--- config.mk ---
export PLATFORM = sky130hd
export DESIGN_NAME = gray_seq_monitor_flat
export DESIGN_NICKNAME = d
export VERILOG_FILES = /design/src/rtl/gray_seq_monitor_pkg.sv /design/src/rtl/gray_seq_monitor_if.sv /design/src/rtl/gray_seq_monitor_gray_to_bin.sv /design/src/rtl/gray_seq_monitor.sv /design/src/flat_wrapper.sv
export SDC_FILE = /design/constraint.sdc
export NUM_CORES = 1
export LEC_CHECK = 0
export ABC_AREA = 1
export BUFFER_PORTS_ARGS = -buffer_cell sky130_fd_sc_hd__buf_2
export CAP_MARGIN = 10
export CORE_AREA = 2 2 55 57
export DETAILED_ROUTE_END_ITERATION = 6
export DIE_AREA = 0 0 57 59
export PLACE_DENSITY = 0.74
export RECOVER_POWER = 100
export SETUP_SLACK_MARGIN = 0.2
export SYNTH_ARGS = -nofsm -noshare
export SYNTH_HDL_FRONTEND = slang
export SYNTH_HIERARCHICAL = 1
export SYNTH_SLANG_ARGS = --single-unit
--- constraint.sdc ---
create_clock -name clk -period 1.7 [get_ports clk]
set_clock_uncertainty 0.15 [all_clocks]
set_input_delay 0.255 -clock clk [delete_from_list [all_inputs] [get_ports clk]]
set_output_delay 0.255 -clock clk [all_outputs]
set_load 0.01 [all_outputs]
--- src/rtl/gray_seq_monitor_pkg.sv ---
// gray_seq_monitor_pkg: shared FSM state type and good-run threshold
package gray_seq_monitor_pkg;
   typedef enum logic [1:0] {UNSYNC, SYNC, FAULT} state_t;
   localparam logic [1:0] GOOD_RUN = 2'd2;
endpackage

--- src/rtl/gray_seq_monitor_if.sv ---
// gray_seq_monitor_if: Gray sample strobe in, decoded value and status out
interface gray_seq_monitor_if #(parameter int W = 4, parameter int CW = 8) ();
   logic en;
   logic [W-1:0] g;
   logic [W-1:0] bin;
   logic step;
   logic err;
   logic wrap;
   logic sync;
   logic [CW-1:0] err_cnt;
   modport master (output en, g, input bin, step, err, wrap, sync, err_cnt);
   modport slave (input en, g, output bin, step, err, wrap, sync, err_cnt);
endinterface

--- src/rtl/gray_seq_monitor_gray_to_bin.sv ---
// gray_to_bin: combinational Gray-to-binary conversion, each bit is the XOR of all Gray bits at or above it
module gray_to_bin #(parameter int W = 4) (
   input logic [W-1:0] g,
   output logic [W-1:0] bin
);
   for (genvar i = 0; i < W; i++) begin : g_b
      assign bin[i] = ^g[W-1:i];
   end
endmodule

--- src/rtl/gray_seq_monitor.sv ---
// gray_seq_monitor: checks a Gray-code counter advances by +1, flags errors and resyncs after two good steps
module gray_seq_monitor
   import gray_seq_monitor_pkg::*;
#(
   parameter int W = 4,
   parameter int CW = 8
) (
   input logic clk,
   input logic rst,
   gray_seq_monitor_if.slave bus
);
   state_t state, state_nx;
   logic [W-1:0] prev, sample;
   logic [1:0] good, good_nx;
   logic step_nx, err_nx, wrap_nx, same, inc, tracking;
   logic [CW-1:0] cnt_nx;
   gray_to_bin #(.W(W)) u_g2b (.g(bus.g), .bin(sample));
   assign same = sample == prev;
   assign inc = sample == prev + W'(1);
   assign tracking = bus.en && state != UNSYNC;
   always_ff @(posedge clk)
      state <= !rst ? UNSYNC : state_nx;
   always_comb begin
      state_nx = !bus.en ? state :
                 state == UNSYNC ? SYNC :
                 state == SYNC && (same || inc) ? SYNC :
                 inc && good + 2'd1 == GOOD_RUN ? SYNC : FAULT;
      good_nx = !tracking ? good :
                !(same || inc) ? 2'd0 :
                state == FAULT && inc ? good + 2'd1 : good;
   end
   always_comb begin
      step_nx = tracking && inc;
      wrap_nx = step_nx && prev == '1;
      err_nx = tracking && !same && !inc;
      cnt_nx = err_nx && bus.err_cnt != '1 ? bus.err_cnt + 1'b1 : bus.err_cnt;
   end
   always_ff @(posedge clk)
      if (!rst) begin
         prev <= '0;
         good <= '0;
         bus.step <= 1'b0;
         bus.err <= 1'b0;
         bus.wrap <= 1'b0;
         bus.err_cnt <= '0;
      end else begin
         good <= good_nx;
         bus.step <= step_nx;
         bus.err <= err_nx;
         bus.wrap <= wrap_nx;
         bus.err_cnt <= cnt_nx;
         if (bus.en) prev <= sample;
      end
   assign bus.bin = prev;
   assign bus.sync = state == SYNC;
endmodule
--- src/flat_wrapper.sv ---
// flat-port wrapper written by rule: the top's interface ports become plain ports
module gray_seq_monitor_flat import gray_seq_monitor_pkg::*;
#(
   parameter int W = 4,
   parameter int CW = 8
)
  (clk, rst, bus_en, bus_g, bus_bin, bus_step, bus_err, bus_wrap, bus_sync, bus_err_cnt);
  gray_seq_monitor_if #(.W(W), .CW(CW)) bus_i ();
  input logic clk;
  input logic rst;
  input wire logic [$bits(bus_i.en)-1:0] bus_en;
  input wire logic [$bits(bus_i.g)-1:0] bus_g;
  output wire logic [$bits(bus_i.bin)-1:0] bus_bin;
  output wire logic [$bits(bus_i.step)-1:0] bus_step;
  output wire logic [$bits(bus_i.err)-1:0] bus_err;
  output wire logic [$bits(bus_i.wrap)-1:0] bus_wrap;
  output wire logic [$bits(bus_i.sync)-1:0] bus_sync;
  output wire logic [$bits(bus_i.err_cnt)-1:0] bus_err_cnt;
  assign bus_i.en = bus_en;
  assign bus_i.g = bus_g;
  assign bus_bin = bus_i.bin;
  assign bus_step = bus_i.step;
  assign bus_err = bus_i.err;
  assign bus_wrap = bus_i.wrap;
  assign bus_sync = bus_i.sync;
  assign bus_err_cnt = bus_i.err_cnt;
  gray_seq_monitor #(.W(W), .CW(CW)) u_core (.clk(clk), .rst(rst), .bus(bus_i));
endmodule
== Yosys cells after proc, flatten, opt, wreduce, memory -nomap -nowiden ==
Index checks and enable logic that the tools add are counted.
Storage, ports and cells
  word-level logic and storage cells: 41
  register bits after elaboration: 19
  output and inout port bits: 16
Operators by class
  reductions and logical operators: 18
  equality and inequality tests: 8
  mux-type cells: 5
  $add $sub $neg: 3
Operator list (number)
  2-bit 2-to-1 mux: 5
  1-bit logical AND: 9
  8-bit by 1-bit adder with 8-bit output, second input constant: 1
  4-bit equality test: 2
  8-bit != test, second input constant: 1
  4-bit by 1-bit adder with 4-bit output, second input constant: 1
  2-bit equality test, second input constant: 2
  4-bit equality test, second input constant: 1
  4-bit XOR reduction: 1
  3-bit XOR reduction: 1
  2-bit by 1-bit adder with 2-bit output, second input constant: 1
  2-bit by 1-bit equality test with 1-bit output, second input constant: 1
  1-bit zero test: 2
  2-bit zero test: 1
  2-bit != test, second input constant: 1
  2-bit AND reduction: 1
  2-bit nonzero test: 1
  2-bit XOR reduction: 1
  1-bit logical OR: 1

== Logic depth before layout (Yosys ltp) ==
Gate-level depths: netlist of run 1.
  word-level depth: 6
  gate-level depth with buffers: 15
  mapped depth without buffers: 15

== Hierarchy ==
Netlist of run 1, hierarchy kept.
Modules (own cells, without submodules)
  gray_seq_monitor: sequential area each 380.4 um^2, instances 1, area each 1126.1 um^2, cells an instance 150
  gray_to_bin: sequential area each 0.0 um^2, instances 1, area each 90.1 um^2, cells an instance 21

== Worst setup path before layout of run 1 ==
No wires, ideal clock.
  path type: reg2reg
  from: register u_core.prev[1], in the netlist u_core/bus.bin[1]
  to: register u_core.bus.err_cnt[7]
  data required time: 1.411 ns
  buffers on the path: 0
  library setup time: 0.139 ns
  stages on the path, launching flop included: 12
  arrival time: 1.416 ns
  path slack: -0.005 ns
  cells stage by stage: dfxtp_1 ha_1 inv_1 nand2_1 nand2_1 nor2_2 nand3_4 nand2_4 nor2_8 nand2_8 nand2_2 a21oi_2
On the way
  cells in the longest elaborated chain, start to end: 5
RTL lines
  start: declaration: line gray_seq_monitor.sv:13  | logic [W-1:0] prev, sample;
  start signal: assignment: line gray_seq_monitor.sv:52  | if (bus.en) prev <= sample;
  4-bit by 1-bit adder with 4-bit output / 4-bit equality test (equally long branches): line gray_seq_monitor.sv:19, gray_seq_monitor.sv:18
  4-bit equality test / 1-bit zero test (equally long branches): line gray_seq_monitor.sv:19, gray_seq_monitor.sv:35
  1-bit zero test / 1-bit logical AND (equally long branches): line gray_seq_monitor.sv:35  | err_nx = tracking && !same && !inc;
  1-bit logical AND (*): line gray_seq_monitor.sv:35
  1-bit logical AND (*): line gray_seq_monitor.sv:36  | cnt_nx = err_nx && bus.err_cnt != '1 ? bus.err_cnt + 1'b1 : bus.err_cnt;
  end signal: assignment: line gray_seq_monitor.sv:51  | bus.err_cnt <= cnt_nx;
  end: declaration: line gray_seq_monitor_if.sv:12  | modport slave (input en, g, output bin, step, err, wrap, sync, err_cnt);
Every way passes the cells marked *; elsewhere a longest branch is shown, timed or not.
A chain may end at the register's enable or synchronous reset.

== Final worst setup path of run 1 ==
  from: register u_core.prev[0], in the netlist u_core/bus.bin[0]
  to: register u_core.good[1]
On the way
  cells in the longest elaborated chain, start to end: 5
RTL lines
  4-bit by 1-bit adder with 4-bit output: line gray_seq_monitor.sv:19  | assign inc = sample == prev + W'(1);
  4-bit equality test: line gray_seq_monitor.sv:19
  1-bit logical AND / 1-bit logical OR (equally long branches): line gray_seq_monitor.sv:30, gray_seq_monitor.sv:29
  2-bit != test (no source line)
  2-bit AND reduction (no source line)
  end signal: assignment: line gray_seq_monitor.sv:47  | good <= good_nx;
  end: declaration: line gray_seq_monitor.sv:14  | logic [1:0] good, good_nx;
Parallel ways exist; a longest one is shown, timed or not.

==> results of run 1 <==
## worst max-delay path, cell delays in order (launching register included)
cell,delay (ns)
dfxtp_4,0.38
ha_4,0.27
inv_2,0.03
nand2_2,0.04
nand2_2,0.07
nor2_4,0.15
nand3_4,0.12
buf_4,0.16
nor2_4,0.10
nand4_1,0.09
a21oi_1,0.12
## stage by stage
stage / util / std cells
2_1_floorplan: - / 171
3_3_place_gp: 0.5277 / 229
3_5_place_dp: 0.5277 / 229
4_1_cts: 0.5489 / 236
5_1_grt: 0.5609 / 238
6_report: 0.5609 / 238
## logic make-up after synthesis
| kind of cell | Yosys count |
|---|---|
| and+or+nand+nor | 89 |
| adders and majority gates | 3 |
| xor gates and xnor gates | 8 |
| buffers and inverters | 30 |
| AOI/OAI and AO/OA | 22 |
| DFF | 19 |
## routing by layer
metal / GRT usage / wire length (um)
met2: 0.2594 / 1348
met1: 0.2120 / 1204
met4: 0.05980 / 27
met3: 0.01965 / 74
met5: 0 / 0
## flip-flops by register name, summed over array words and instances, names as in the netlist
| name | cells |
|---|---|
| u_core/bus.bin | 4 |
| u_core/bus.wrap | 1 |
| u_core/bus.step | 1 |
| u_core/bus.err_cnt | 8 |
| u_core/state | 2 |
| u_core/bus.err | 1 |
| u_core/good | 2 |
## worst max path at each step
stage / endpoint / start / slack, ns
floorplan: u_core/bus.err_cnt[7]$_SDFFE_PN0P_ / u_core/bus.bin[0]$_SDFFE_PN0P_ / 0.08
global placement: u_core/bus.err_cnt[6]$_SDFFE_PN0P_ / bus_g[3] / -0.13
detailed placement: u_core/bus.err_cnt[5]$_SDFFE_PN0P_ / bus_g[3] / -0.21
CTS: u_core/bus.err_cnt[5]$_SDFFE_PN0P_ / u_core/bus.bin[1]$_SDFFE_PN0P_ / -0.003
global route: u_core/bus.err_cnt[4]$_SDFFE_PN0P_ / u_core/bus.bin[1]$_SDFFE_PN0P_ / -0.14
finish: u_core/good[1]$_SDFFE_PN0P_ / u_core/bus.bin[0]$_SDFFE_PN0P_ / -0.04
## cells in the final DEF, fill, tap and decap left out
master    Yosys  routed
a21oi_1       9       9
a21oi_2       8       8
buf_2         0       8
buf_4         1      11
clkbuf_1      1      15
clkbuf_4      0       3
clkinv_2      0       1
dfxtp_1      19      16
dfxtp_2       0       1
dfxtp_4       0       2
ha_1          3       2
ha_4          0       1
inv_1        27      25
inv_2         0       2
nand2_1      40      37
nand2_2      11      12
nand2_4       1       2
nand2_8       1       2
nand3_1      15      15
nand3_2       1       1
nand3_4       1       1
nand4_1       3       3
nand4_4       1       1
nor2_1       10       8
nor2_2        1       1
nor2_4        0       3
nor2_8        1       1
nor3_1        3       3
o21ai_0       5       5
xnor2_1       4       4
xor2_1        4       4
## power by group through the flow
stage	Combinational [uW]	Sequential [uW]	Clock [uW]
after global routing	315	479	263
final	285	476	229
after CTS	255	475	239
after floorplan	164	496	0
after global placement	237	487	0
after detailed placement	242	487	0
## timing repair
item / in CTS / in global routing
gates cloned: 0 / 1
setup buffers: 3 / 1
setup endpoints to repair: 14 / 15
pin swaps: 6 / 8
resized for setup: 2 / 10
## area by class of cell
type,instances,area (sq um),area share
clock buffers,3,22.52,0.01481
clock inverters,1,5.005,0.003292
inverters,27,101.3,0.06667
multi-input cells,123,784.5,0.5160
flip-flops and latches,19,389.1,0.2560
well taps,31,38.79,0.02551
repair buffers,34,178.9,0.1177
==> reports/results.ini, run 1 <==
[outcome]
outcome=finished, violations left
failed_checks=negative setup slack

[sta]
fmax_mhz=575.7
worst_slack_ns=-0.03690
hold_viol=0
relSlewSlack=0.7623
fin_crit_ns=1.737
slew_viol_final=0
tns_ns=-0.2834
setup_violations=10
tightest_slew_ns=0.3561
rsz0062_at_grt=true
whs_ns=0.09296
timing.final.crit_share=1.022

[synth]
synth.most_common_cell=nand2_1
ys_ff_latch=19
synthXorXnorAreaFrac=0.05761
synth_nets=181
yosysTopAreaCell=dfxtp_1
avgSynthCellArea_sq_um=7.112
ys_async_sr_fraction=0
synth_edf_count=0
synth_fa_ha_area_frac=0.03086
synth_top_family_by_area=simple AND/OR/NAND/NOR gates
ys_top_cells_by_area=dfxtp_1, nand2_1, inv_1
synth_top_area_frac=0.3128
yosys_warnings=6
yosysSeqAreaShare=0.3128
synth-main-ff-cell=dfxtp_1
syn_inst=171
ys_types=24
synth_area_sq_um=1216
synthSimpleGateAreaFrac=0.3879
synth_mux_area_frac=0
synth_compound_gate_area_share=0.1152
yosys-top-cells-count=nand2_1, inv_1, dfxtp_1, nand3_1, nand2_2

[placed_design]
place_congestion=0.8059
hpwl_mm=1.889
dp_worst_setup_slack_ns=-0.2131
placed_area_sq_um=1430
port_buffers=22

[power]
seq_power_share=0.481
p_int_uw=657.9
power_frac_clock=0.231
sw_frac_of_total=0.3354
powerDensity_nw_per_um2=651.2
p_switching_uw=332.0
power.total_uw=989.9
p_leak_uw=0.0006701
pwr-share-comb=0.288
ir_drop_mv=0.3939

[routing]
drtIter0Drc=24
drc=0
wirelength_mm=2.654
detail_route.first_pass.iterations=4
wire_per_inst_um=11.15
num_vias=1176
ant_nets=0
via_per_inst=4.941

[layout]
fin_nets=218
antenna_cells=0
n_fill_cell=259
area_growth_pct=25.00
design_area_sq_um=1520
drive_above_1_share=0.2947

[setup_path]
worst_setup_path_start_kind=register
cp_max_fo=3
r2r_cells=10
crit_path_end_kind=register
worstPathArrival_ns=1.82
r2r_start=u_core/bus.bin[0]$_SDFFE_PN0P_
worstPathRequired_ns=1.78
criticalPathCategory=register to register
ff2ff_setup_slack_ns=-0.04
rr_endpoint=u_core/good[1]$_SDFFE_PN0P_

[die]
start_util=0.4488
fp-row-count=19
io_pins=23
die_x_um=57
die_area_sq_um=3363
die_y_um=59
core_sq_um=2710

[clocking]
htree_levels=1
cts_root_buf=clkbuf_4
cts_made_buffers=3
cts_hold_buf=0
cts_tree=yes
ctsLongestPathBuffers=2
insertion_delay_ns=0.29
clk_pin_slew_ns=0.11
numClockSinks=19

[worst_hold_path]
hp-class=input pin to register
min_to=u_core/state[0]$_SDFFE_PN0P_
holdPathStages=4
holdCritStartpoint=bus_en

[grt]
grt_max_degree=12
grt_pass1_vias=1006
track_usage=0.1574
grt_first_pass_wirelength_mm=4.236
grt_overflow_total=0
antenna_found_initial=0

[job]
maxCapViolCount=0

No activity file was read; power rests on OpenSTA's default activity.
==> inputs of run 2 (changes only) <==
--- a/config.mk
+++ b/config.mk
@@ -14,6 +14,7 @@
 export PLACE_DENSITY = 0.74
 export RECOVER_POWER = 100
 export SETUP_SLACK_MARGIN = 0.2
+export SKIP_LAST_GASP = 1
 export SYNTH_ARGS = -nofsm -noshare
 export SYNTH_HDL_FRONTEND = slang
 export SYNTH_HIERARCHICAL = 1
==> reports/results.ini, run 2 (same netlist as run 1, synthesis figures left out) <==
[job]
maxCapViolCount=0  ; unchanged

[layout]
design_area_sq_um=1494  ; -1.7%
n_fill_cell=273  ; +5.4%
multi_input_area_sq_um=757.0  ; -3.5%
area_growth_pct=22.84
largest_register=u_core/bus.err_cnt
post-route-util=0.5512  ; -0.009695
drive_above_1_share=0.2864  ; -0.008278
final_common_cell=nand2_1
final_cell_mix=nand2_1, inv_1, dfxtp_1
antenna_cells=0  ; unchanged
largest_reg_flops=8  ; unchanged
register_area_sq_um=387.9  ; -0.32%
fin_nets=217  ; -0.46%
finalNonFillerCells=237  ; -0.42%

[grt]
grt_use_met3=0.01965  ; unchanged
busiest_layer=met2
met1_usage=0.2147  ; +0.002717
track_usage=0.1578  ; +0.0004615
grt_overflow_total=0  ; unchanged
grt_max_degree=12  ; unchanged
grt_first_pass_wirelength_mm=4.250  ; +0.33%
grt_pass1_vias=1005  ; -0.099%
antenna_found_initial=0  ; unchanged
use_met2=0.2578  ; -0.001642

[die]
die_y_um=59  ; unchanged
die_x_um=57  ; unchanged
start_util=0.4488  ; unchanged
fp-row-count=19  ; unchanged
die_area_sq_um=3363  ; unchanged
io_pins=23  ; unchanged
core_sq_um=2710  ; unchanged

[setup_path]
worstPathRequired_ns=1.78  ; about the same
cp_max_fo=9  ; +6
worstSetupStartpoint=u_core/bus.bin[1]$_SDFFE_PN0P_
criticalPathCategory=register to register
worstPathArrival_ns=1.82  ; about the same
crit_path_end_kind=register
r2r_start=u_core/bus.bin[1]$_SDFFE_PN0P_
worst_setup_path_start_kind=register

[clocking]
insertion_delay_ns=0.29  ; about the same
cts_root_buf=clkbuf_4
clk_pin_slew_ns=0.11  ; about the same
cts_made_buffers=3  ; unchanged
numClockSinks=19  ; unchanged
htree_levels=1  ; unchanged
cts_hold_buf=0  ; unchanged
cts_tree=yes
ctsLongestPathBuffers=2  ; unchanged

[routing]
drc=0  ; unchanged
wire_per_inst_um=10.64  ; -4.6%
drtIter0Drc=19  ; -21%
num_vias=1147  ; -2.5%
wirelength_mm=2.521  ; -5.0%
via_per_inst=4.840  ; -2.1%
ant_nets=0  ; unchanged
detail_route.first_pass.iterations=4  ; unchanged

[outcome]
outcome=finished, violations left
failed_checks=negative setup slack

[worst_hold_path]
holdCritStartpoint=bus_en
hp-class=input pin to register

[placed_design]
placed_area_sq_um=1430  ; unchanged
place_congestion=0.8059  ; unchanged
port_buffers=22  ; unchanged
dp.cells=229  ; unchanged
hpwl_mm=1.889  ; unchanged

[sta]
hold_viol=0  ; unchanged
fin_crit_ns=1.732  ; -0.004850 ns
setup_violations=10  ; unchanged
relSlewSlack=0.8217  ; +0.05939
rsz0062_at_grt=true
fmax_mhz=577.4  ; +0.28%
slew_viol_final=0  ; unchanged
worst_slack_ns=-0.03205  ; +0.004850 ns
timing.final.crit_share=1.019  ; -0.002853
tightest_slew_ns=0.2672  ; -0.08898 ns

[power]
power.total_uw=974.4  ; -1.6%
powerDensity_nw_per_um2=652.2  ; +0.16%
p_leak_uw=0.0006685  ; -0.23%
ir_drop_mv=0.3852  ; -2.2%

## run 2: final timing paths
kind	depth (start not counted)	slack, ns	to
min	4	0.09	u_core/state[0]$_SDFFE_PN0P_
min reg2reg	2	0.33	u_core/good[1]$_SDFFE_PN0P_
max reg2reg	11	-0.03	u_core/bus.err_cnt[5]$_SDFFE_PN0P_
max	11	-0.03	u_core/bus.err_cnt[5]$_SDFFE_PN0P_
## run 2: repair_timing
item,CTS,global route
gates resized for setup,1,6
setup endpoints to repair,14,15
pin swaps,6,6
setup buffers,3,1
## run 2: area by class of cell
| type | instances | share of cell area |
|---|---|---|
| clock buffers | 3 | 0.01508 |
| clock inverters | 1 | 0.003350 |
| inverters | 27 | 0.06784 |
| multi-input cells | 122 | 0.5067 |
| flip-flops and latches | 19 | 0.2596 |
| well taps | 31 | 0.02596 |
| repair buffers | 34 | 0.1214 |
## run 2: critical path: stages (launching register included)
cell	delay [ns]
dfxtp_4	0.38
ha_4	0.27
inv_2	0.03
nand2_2	0.04
nand2_2	0.07
nor2_4	0.15
nand3_4	0.10
nand2_4	0.11
nor2_8	0.06
nand2_8	0.12
nand2_4	0.05
a21oi_2	0.13
## run 2: routing by layer
layer	vias up	wire length, um
met5	-	0
met4	0	27
met3	2	77
met2	18	1269
met1	512	1146
li1	615	-
## run 2: per-stage QoR
stage               hold slack [ns]  setup slack, ns   TNS, ns
global route                0.08094          -0.1251    -1.275
global placement             0.3058          -0.1329    -1.527
detailed placement           0.3094          -0.2131    -2.255
floorplan                    0.2334          0.08242         0
CTS                         0.08383         -0.01103  -0.01103
finish                      0.09253         -0.03205   -0.1528
## run 2: report_power, final
part	switching [uW]	internal [uW]
sequential	14.8	461
clock	140	87.4
combinational	165	106
total	320	654
